$ cat config.mk
export PLATFORM = sky130hd
export DESIGN_NAME = psg_pdm_out
export DESIGN_NICKNAME = d
export VERILOG_FILES = /design/src/rtl/psg_pdm_out.sv
export SDC_FILE = /design/constraint.sdc
export NUM_CORES = 1
export LEC_CHECK = 0
export CAP_MARGIN = 20
export CELL_PAD_IN_SITES_DETAIL_PLACEMENT = 1
export CELL_PAD_IN_SITES_GLOBAL_PLACEMENT = 1
export CORE_ASPECT_RATIO = 1.1
export CORE_UTILIZATION = 23
export CTS_BUF_LIST = sky130_fd_sc_hd__clkbuf_4
export DETAILED_ROUTE_END_ITERATION = 8
export MAX_ROUTING_LAYER = met4
export PLACE_DENSITY_LB_ADDON = 0.1
export SKIP_LAST_GASP = 1
export SYNTH_ARGS = -nofsm -noshare
export SYNTH_HDL_FRONTEND = slang
export SYNTH_SLANG_ARGS = --single-unit
export TNS_END_PERCENT = 5
$ cat constraint.sdc
create_clock -name clk -period 2.5 [get_ports clk]
set_input_delay 0.5 -clock clk [delete_from_list [all_inputs] [get_ports clk]]
set_output_delay 0.5 -clock clk [all_outputs]
set_load 0.005 [all_outputs]
$ cat src/rtl/psg_pdm_out.sv
// PSG audio output stage: 2-entry sample FIFO drained at a fixed sample rate
// into a first-order sigma-delta modulator that drives a 1-bit PDM pin.
module psg_pdm_out #(
  parameter int WIDTH = 8,
  parameter int DIV   = 256
) (
  input  logic             clk,
  input  logic             rst_n,
  input  logic [WIDTH-1:0] s_data,
  input  logic             s_valid,
  output logic             s_ready,
  input  logic             mute,
  output logic             pdm_out,
  output logic             sample_tick,
  output logic             underrun
);

  localparam int              CW       = (DIV > 2) ? $clog2(DIV) : 1;
  localparam logic [CW-1:0]   DIV_LAST = CW'(DIV - 1);
  localparam logic [WIDTH-1:0] MIDSCALE = WIDTH'(1) << (WIDTH - 1);

  logic [WIDTH-1:0] mem_q [2];
  logic             wr_ptr_q, wr_ptr_d;
  logic             rd_ptr_q, rd_ptr_d;
  logic [1:0]       count_q, count_d;
  logic [CW-1:0]    div_cnt_q, div_cnt_d;
  logic [WIDTH-1:0] hold_q, hold_d;
  logic [WIDTH-1:0] acc_q, acc_d;
  logic             pdm_q, pdm_d;

  logic             push, pop;
  logic [WIDTH-1:0] x;
  logic [WIDTH:0]   sum;

  assign s_ready     = (count_q != 2'd2);
  assign sample_tick = (div_cnt_q == DIV_LAST);
  assign underrun    = sample_tick && (count_q == 2'd0);
  assign push        = s_valid && s_ready;
  // A sample pushed into an empty FIFO on the tick cycle waits for the next tick.
  assign pop         = sample_tick && (count_q != 2'd0);
  assign pdm_out     = pdm_q;

  // NOTE: every signal assigned in always_comb gets a default first, so no path leaves it unassigned and no latch is inferred.
  always_comb begin
    wr_ptr_d  = wr_ptr_q;
    rd_ptr_d  = rd_ptr_q;
    count_d   = count_q;
    hold_d    = hold_q;
    div_cnt_d = sample_tick ? '0 : div_cnt_q + CW'(1);

    if (push) wr_ptr_d = ~wr_ptr_q;
    if (pop) begin
      rd_ptr_d = ~rd_ptr_q;
      hold_d   = mem_q[rd_ptr_q];
    end
    case ({push, pop})
      2'b10:   count_d = count_q + 2'd1;
      2'b01:   count_d = count_q - 2'd1;
      default: count_d = count_q;
    endcase

    // Mute only gates the modulator input; the accumulator keeps its phase.
    x     = mute ? '0 : hold_q;
    sum   = {1'b0, acc_q} + {1'b0, x};
    acc_d = sum[WIDTH-1:0];
    pdm_d = sum[WIDTH];
  end

  // NOTE: sequential state uses non-blocking assignments so every flop samples pre-edge values regardless of statement order.
  always_ff @(posedge clk or negedge rst_n) begin
    if (!rst_n) begin
      wr_ptr_q  <= 1'b0;
      rd_ptr_q  <= 1'b0;
      count_q   <= 2'd0;
      div_cnt_q <= '0;
      hold_q    <= MIDSCALE;
      acc_q     <= '0;
      pdm_q     <= 1'b0;
    end else begin
      wr_ptr_q  <= wr_ptr_d;
      rd_ptr_q  <= rd_ptr_d;
      count_q   <= count_d;
      div_cnt_q <= div_cnt_d;
      hold_q    <= hold_d;
      acc_q     <= acc_d;
      pdm_q     <= pdm_d;
    end
  end

  // NOTE: FIFO storage is left unreset; count_q gates every read, so stale contents are never observed.
  always_ff @(posedge clk) begin
    if (push) mem_q[wr_ptr_q] <= s_data;
  end

endmodule
# Word-level counts from Yosys, hierarchy flattened
# Memories as Yosys holds them, arrays and structs flattened. A register that Yosys moved wholly into a read port is not among the register bits.
# Cells that the tools add are included.
classes:
  add_sub_neg: 4
  muxes: 5
  n_bitwise: 2
  n_eq_ne: 4
  reduce_logical: 7
op_table:
  columns: ["op", "count"]
  rows:
  - ["8-bit two-way mux", 2]
  - ["8-bit by 8-bit adder with 9-bit output", 1]
  - ["8-bit by 1-bit adder with 8-bit output, second input constant", 1]
  - ["8-bit equality test, second input constant", 1]
  - ["2-bit one-hot mux with 2 select lines", 1]
  - ["2-bit nonzero test", 2]
  - ["1-bit logical AND", 3]
  - ["2-bit by 1-bit adder with 2-bit output, second input constant", 1]
  - ["2-bit by 1-bit equality test with 1-bit output, second input constant", 1]
  - ["2-bit equality test, second input constant", 1]
  - ["2-bit zero test", 1]
  - ["1-bit two-way mux", 2]
  - ["2-bit != test, second input constant", 1]
  - ["1-bit inverter", 2]
  - ["2-bit by 1-bit subtractor with 2-bit output, second input constant", 1]
  - ["1-bit zero test", 1]
totals:
  mem_bits_rw: 16
  wordCells: 29
  out_inout_bits: 4
  register_bits: 21
  input_bits: 12
  mem_count: 1
mem_list:
  columns: ["memory", "words", "word_bits", "rd", "rd_clocked_by_memory_dff", "write_ports", "line_no", "source"]
  rows:
  - ["mem_q", 2, 8, 1, 1, 1, "22", "logic [WIDTH-1:0] mem_q [2];"]

# Logic depth before layout (Yosys ltp)
depth:
  word_depth: 4
  ltp_mapped: 9
  depth_no_buf: 9

# Worst setup path before layout
# Ideal clock, no wire load.
synth_timing:
  kind: "input to register"
  startpoint: "input port mute"
  endpoint: "register acc_q[6]"
  path_stages: 9
  setup_ns: 0.127
  path_slack_ns: 0.617
  t_arrival_ns: 1.756
  required_time_ns: 2.373
  cell_sequence: "nor2b_1 > ha_1 > inv_1 > fa_1 > nor2b_1 > o21ai_0 > a21oi_1 > a211oi_1 > xnor2_1"
synth_between:
  elab_chain_len: 2
synth_rtl:
  columns: ["element", "line_no", "source"]
  rows:
  - ["start, declared", "12", "input logic mute,"]
  - ["8-bit two-way mux", "63", "x = mute ? '0 : hold_q;"]
  - ["8-bit by 8-bit adder with 9-bit output", "64", "sum = {1'b0, acc_q} + {1'b0, x};"]
  - ["named net sum[6]", "33", "logic [WIDTH:0] sum;"]
  - ["end signal, assigned", "77", "acc_q <= '0;"]
  - ["end signal, assigned", "85", "acc_q <= acc_d;"]
  - ["end, declared", "28", "logic [WIDTH-1:0] acc_q, acc_d;"]
# The timed path passes the listed nets, and every way through them passes these cells.
# A chain may end at the register's enable or synchronous reset.

# Final worst setup path
layout_timing:
  startpoint: "register div_cnt_q[4]"
  endpoint: "output port underrun"
layout_between:
  elab_chain_len: 2
layout_rtl:
  columns: ["element", "line_no", "source"]
  rows:
  - ["start, declared", "26", "logic [CW-1:0] div_cnt_q, div_cnt_d;"]
  - ["start signal, assigned", "83", "div_cnt_q <= div_cnt_d;"]
  - ["8-bit equality test", "36", "assign sample_tick = (div_cnt_q == DIV_LAST);"]
  - ["1-bit logical AND", "37", "assign underrun = sample_tick && (count_q == 2'd0);"]
  - ["end, declared", "15", "output logic underrun"]
# No other way between the ends.

==> run metrics <==
CP Launch Type=flop; sequential cell area=approximately 1200 um2; P per Cell Area=between 500 and 600 nW/um2; skew final=about 11 ps; Multi-input gate area=838 um2; Core ar.=around 8500 um2; initial antenna violation count=0; DR WL/cell=~13 um; actual slew at the worst max-slew pin=approximately 400 ps; Post-DP HPWL=2850 um; YS warnings=0; Area growth syn-to-layout=20.6%; starting density of the core=approximately a quarter; r2r worst-path depth=7; routability cong.=a little over 0.7; Final Cycle Share=roughly 95%; post-synthesis register bit count=45; Overall Global Routing Usage=about a tenth; DRC violations left=0; Crit-path slowest cell=clkdlybuf4s50_1; detailed-router iteration count before antenna repair=4; crit path buf inv count=1; TritonCTS Buffers=5; antenna cells=0; Synth Instances=approximately 150; synthesized area=between 2000 and 2500 um2; r2r startpoint=div_cnt_q[0]; crit path cell chain=and3_4 > nand3_4 > nor4_4 > clkdlybuf4s50_1; worst-path fanout max=4; crit path capture type=primary output; Max-cap violations=0; status=finished, final reports clean; Mapped Nets=roughly 170; sequential share of the synthesized area=roughly three fifths; worst vdd ir=0.270 mV; final-report hold violation count=0; top-area cell type share of the netlist area=between 30% and 40%; crit path launch=div_cnt_q[4]; die width=92.4 um; Slew headroom=between 70 and 80%; CTS sink count=45; maximum achievable frequency=between 0.4 and 0.5 GHz; RSZ-0062 raised after global routing=no; Worst EP required=2000 ps; Die ar.=around 9400 um2; largest net degree at the start of global routing=30; Worst-path clk slew=roughly 140 ps; Std-Cell Rows=35; pre-CTS WS=7.46 ps; average cell area after synthesis=roughly 14 um2; setup_tns=0 ps; layout cells sized above 1=roughly a quarter; WP data arrival=around 1900 ps; Port Buf Inserts=15; CP max stage delay=between 500 and 600 ps; Distinct cells, synth=35; DIE HEIGHT=around 100 um; total grt overflow=0; internal reg-to-reg setup slack=between 500 and 600 ps; R2R Path End=count_q[1]; vias in the first global route=between 1,000 and 1,500; crit path time final=roughly 2400 ps; clk_lat worst skew=between 300 and 400 ps; Leak=0.00104 uW; DR vias/cell=4.17; Hold Path End=acc_q[0]; Cell Count, Final, Fillers Out=290; fin worst setup slack=132 ps; post-route ant nets=0; setup violators final=0; 1st-iter DRT viols=46; overall routed net length=3910 um; Slew Limit Fails=0; wire length of the first global-routing pass=~6700 um; hold path depth=1; # fillers=slightly above 900; worst-case clock buffer depth=2; worst min-delay path class=flop to flop; kind of critical path=flop to primary output; Root Driver=clkbuf_4; Synth area leaders=dfrtp_1 34%, edfxtp_1 23%, ha_1 6.0%; Synth area leader=dfrtp_1; H-Tree Depth=2; Top Ports=16; CTS tree=done; Nets=around 200; Crit path max-delay family=simple AND/OR/NAND/NOR gates; worst hold path startpoint=acc_q[0]; Placed Cells=between 200 and 300; power consumption=1460 uW; Vias=1,210
[final cells by class]
class | instances | share of cell area, %
clock buffer | 5 | 1.51
clock inverter | 3 | 0.702
inverter | 7 | 1.05
multi-input combinational | 94 | 33.6
sequential | 45 | 48.5
tap | 111 | 5.57
timing repair buffer | 25 | 9.03
[power by group]
part           internal (uW)  switching, uW  total (uW)
Combinational           96.3           98.5         195
Sequential               860           54.8         914
Clock                    107            247         354
Total                   1060            400        1460
[synth_stat cells]
cell type,number
a211oi_1,2
a21boi_0,1
a21oi_1,5
a31oi_1,2
and2b_2,1
and3_1,1
and3_4,1
buf_1,1
buf_12,1
dfrtp_1,28
dfstp_2,1
edfxtp_1,16
fa_1,1
ha_1,10
inv_1,7
mux2_2,8
mux2_4,8
nand2_1,6
nand2b_1,2
nand3_1,4
nand3_4,1
nand3b_1,1
nor2_1,5
nor2_4,1
nor2b_1,8
nor4_1,1
o21a_1,1
o21a_4,1
o21ai_0,3
o21bai_1,1
o22ai_1,1
o31ai_1,1
or3_1,2
xnor2_1,9
xor2_1,6
[cell usage in the layout (no fill, tap or decap), types with 2 or more instances in the layout]
cell	instances
dfrtp_1	26
edfxtp_1	16
clkdlybuf4s50_1	15
buf_4	10
xnor2_1	9
ha_1	9
nor2b_1	8
mux2_2	8
mux2_4	8
inv_1	7
nand2_1	6
xor2_1	6
nor2_1	5
a21oi_1	5
clkbuf_4	5
nand3_1	4
o21ai_0	3
nand2b_1	2
a31oi_1	2
or3_1	2
a211oi_1	2
clkinv_2	2
dfrtp_2	2
[layer usage]
layer | up-vias | track usage [%] | share of wire, %
li1 | 580 | - | -
met1 | 601 | 11.8 | 47
met2 | 22 | 15.9 | 48
met3 | 7 | 2.63 | 3.7
met4 | 0 | 3.61 | 1.5
met5 | - | - | 0
[metrics by stage]
step                cell area (um2)  util [%]  hold slack (ps)
floorplan                      2070         -              204
global placement               2380      27.9              465
detailed placement             2380      27.9              480
CTS                            2450      28.7              512
global route                   2490      29.2              535
finish                         2490      29.2              500
[cells by family after synthesis]
family                   Yosys count  synth area share [%]
flip-flops                        45                  58.4
adder cells (fa/ha/maj)           11                  7.02
AND/OR/NAND/NOR                   34                  9.92
multiplexers                      16                  10.2
buffers and inverters              9                  2.42
XOR/XNOR                          15                  6.35
AO/OA/AOI/OAI                     18                  5.75
[worst max path at each step]
stage                     slack [ps]  endpoint  depth (start not counted)
after CTS                          8  underrun                          4
final                            130  underrun                          4
after global routing               4  underrun                          4
after global placement            50  acc_q[6]                         10
after floorplan                  620  acc_q[6]                          9
after detailed placement           7  acc_q[6]                         10
[flip-flops by register name (all words and copies together), names as in the netlist]
| name | cells |
|---|---|
| rd_ptr_q | 1 |
| hold_q | 8 |
| wr_ptr_q | 1 |
| pdm_out | 1 |
| acc_q | 8 |
| count_q | 2 |
| div_cnt_q | 8 |
| mem_q | 16 |
[worst reg2reg max path, cell delays in order, from the launching register on]
cell,delay (ps)
dfrtp_2,450
ha_4,180
nand2_1,130
nor2_4,170
o21a_4,280
ha_1,300
nor2_1,140
xor2_1,180
[what timing repair did]
action / CTS / global route
resized for setup: 3 / 3
hold buffers: 0 / 0
buffers inserted: 1 / 3
endpoints found under the setup margin: 2 / 2
No activity file was read; power rests on OpenSTA's default activity.
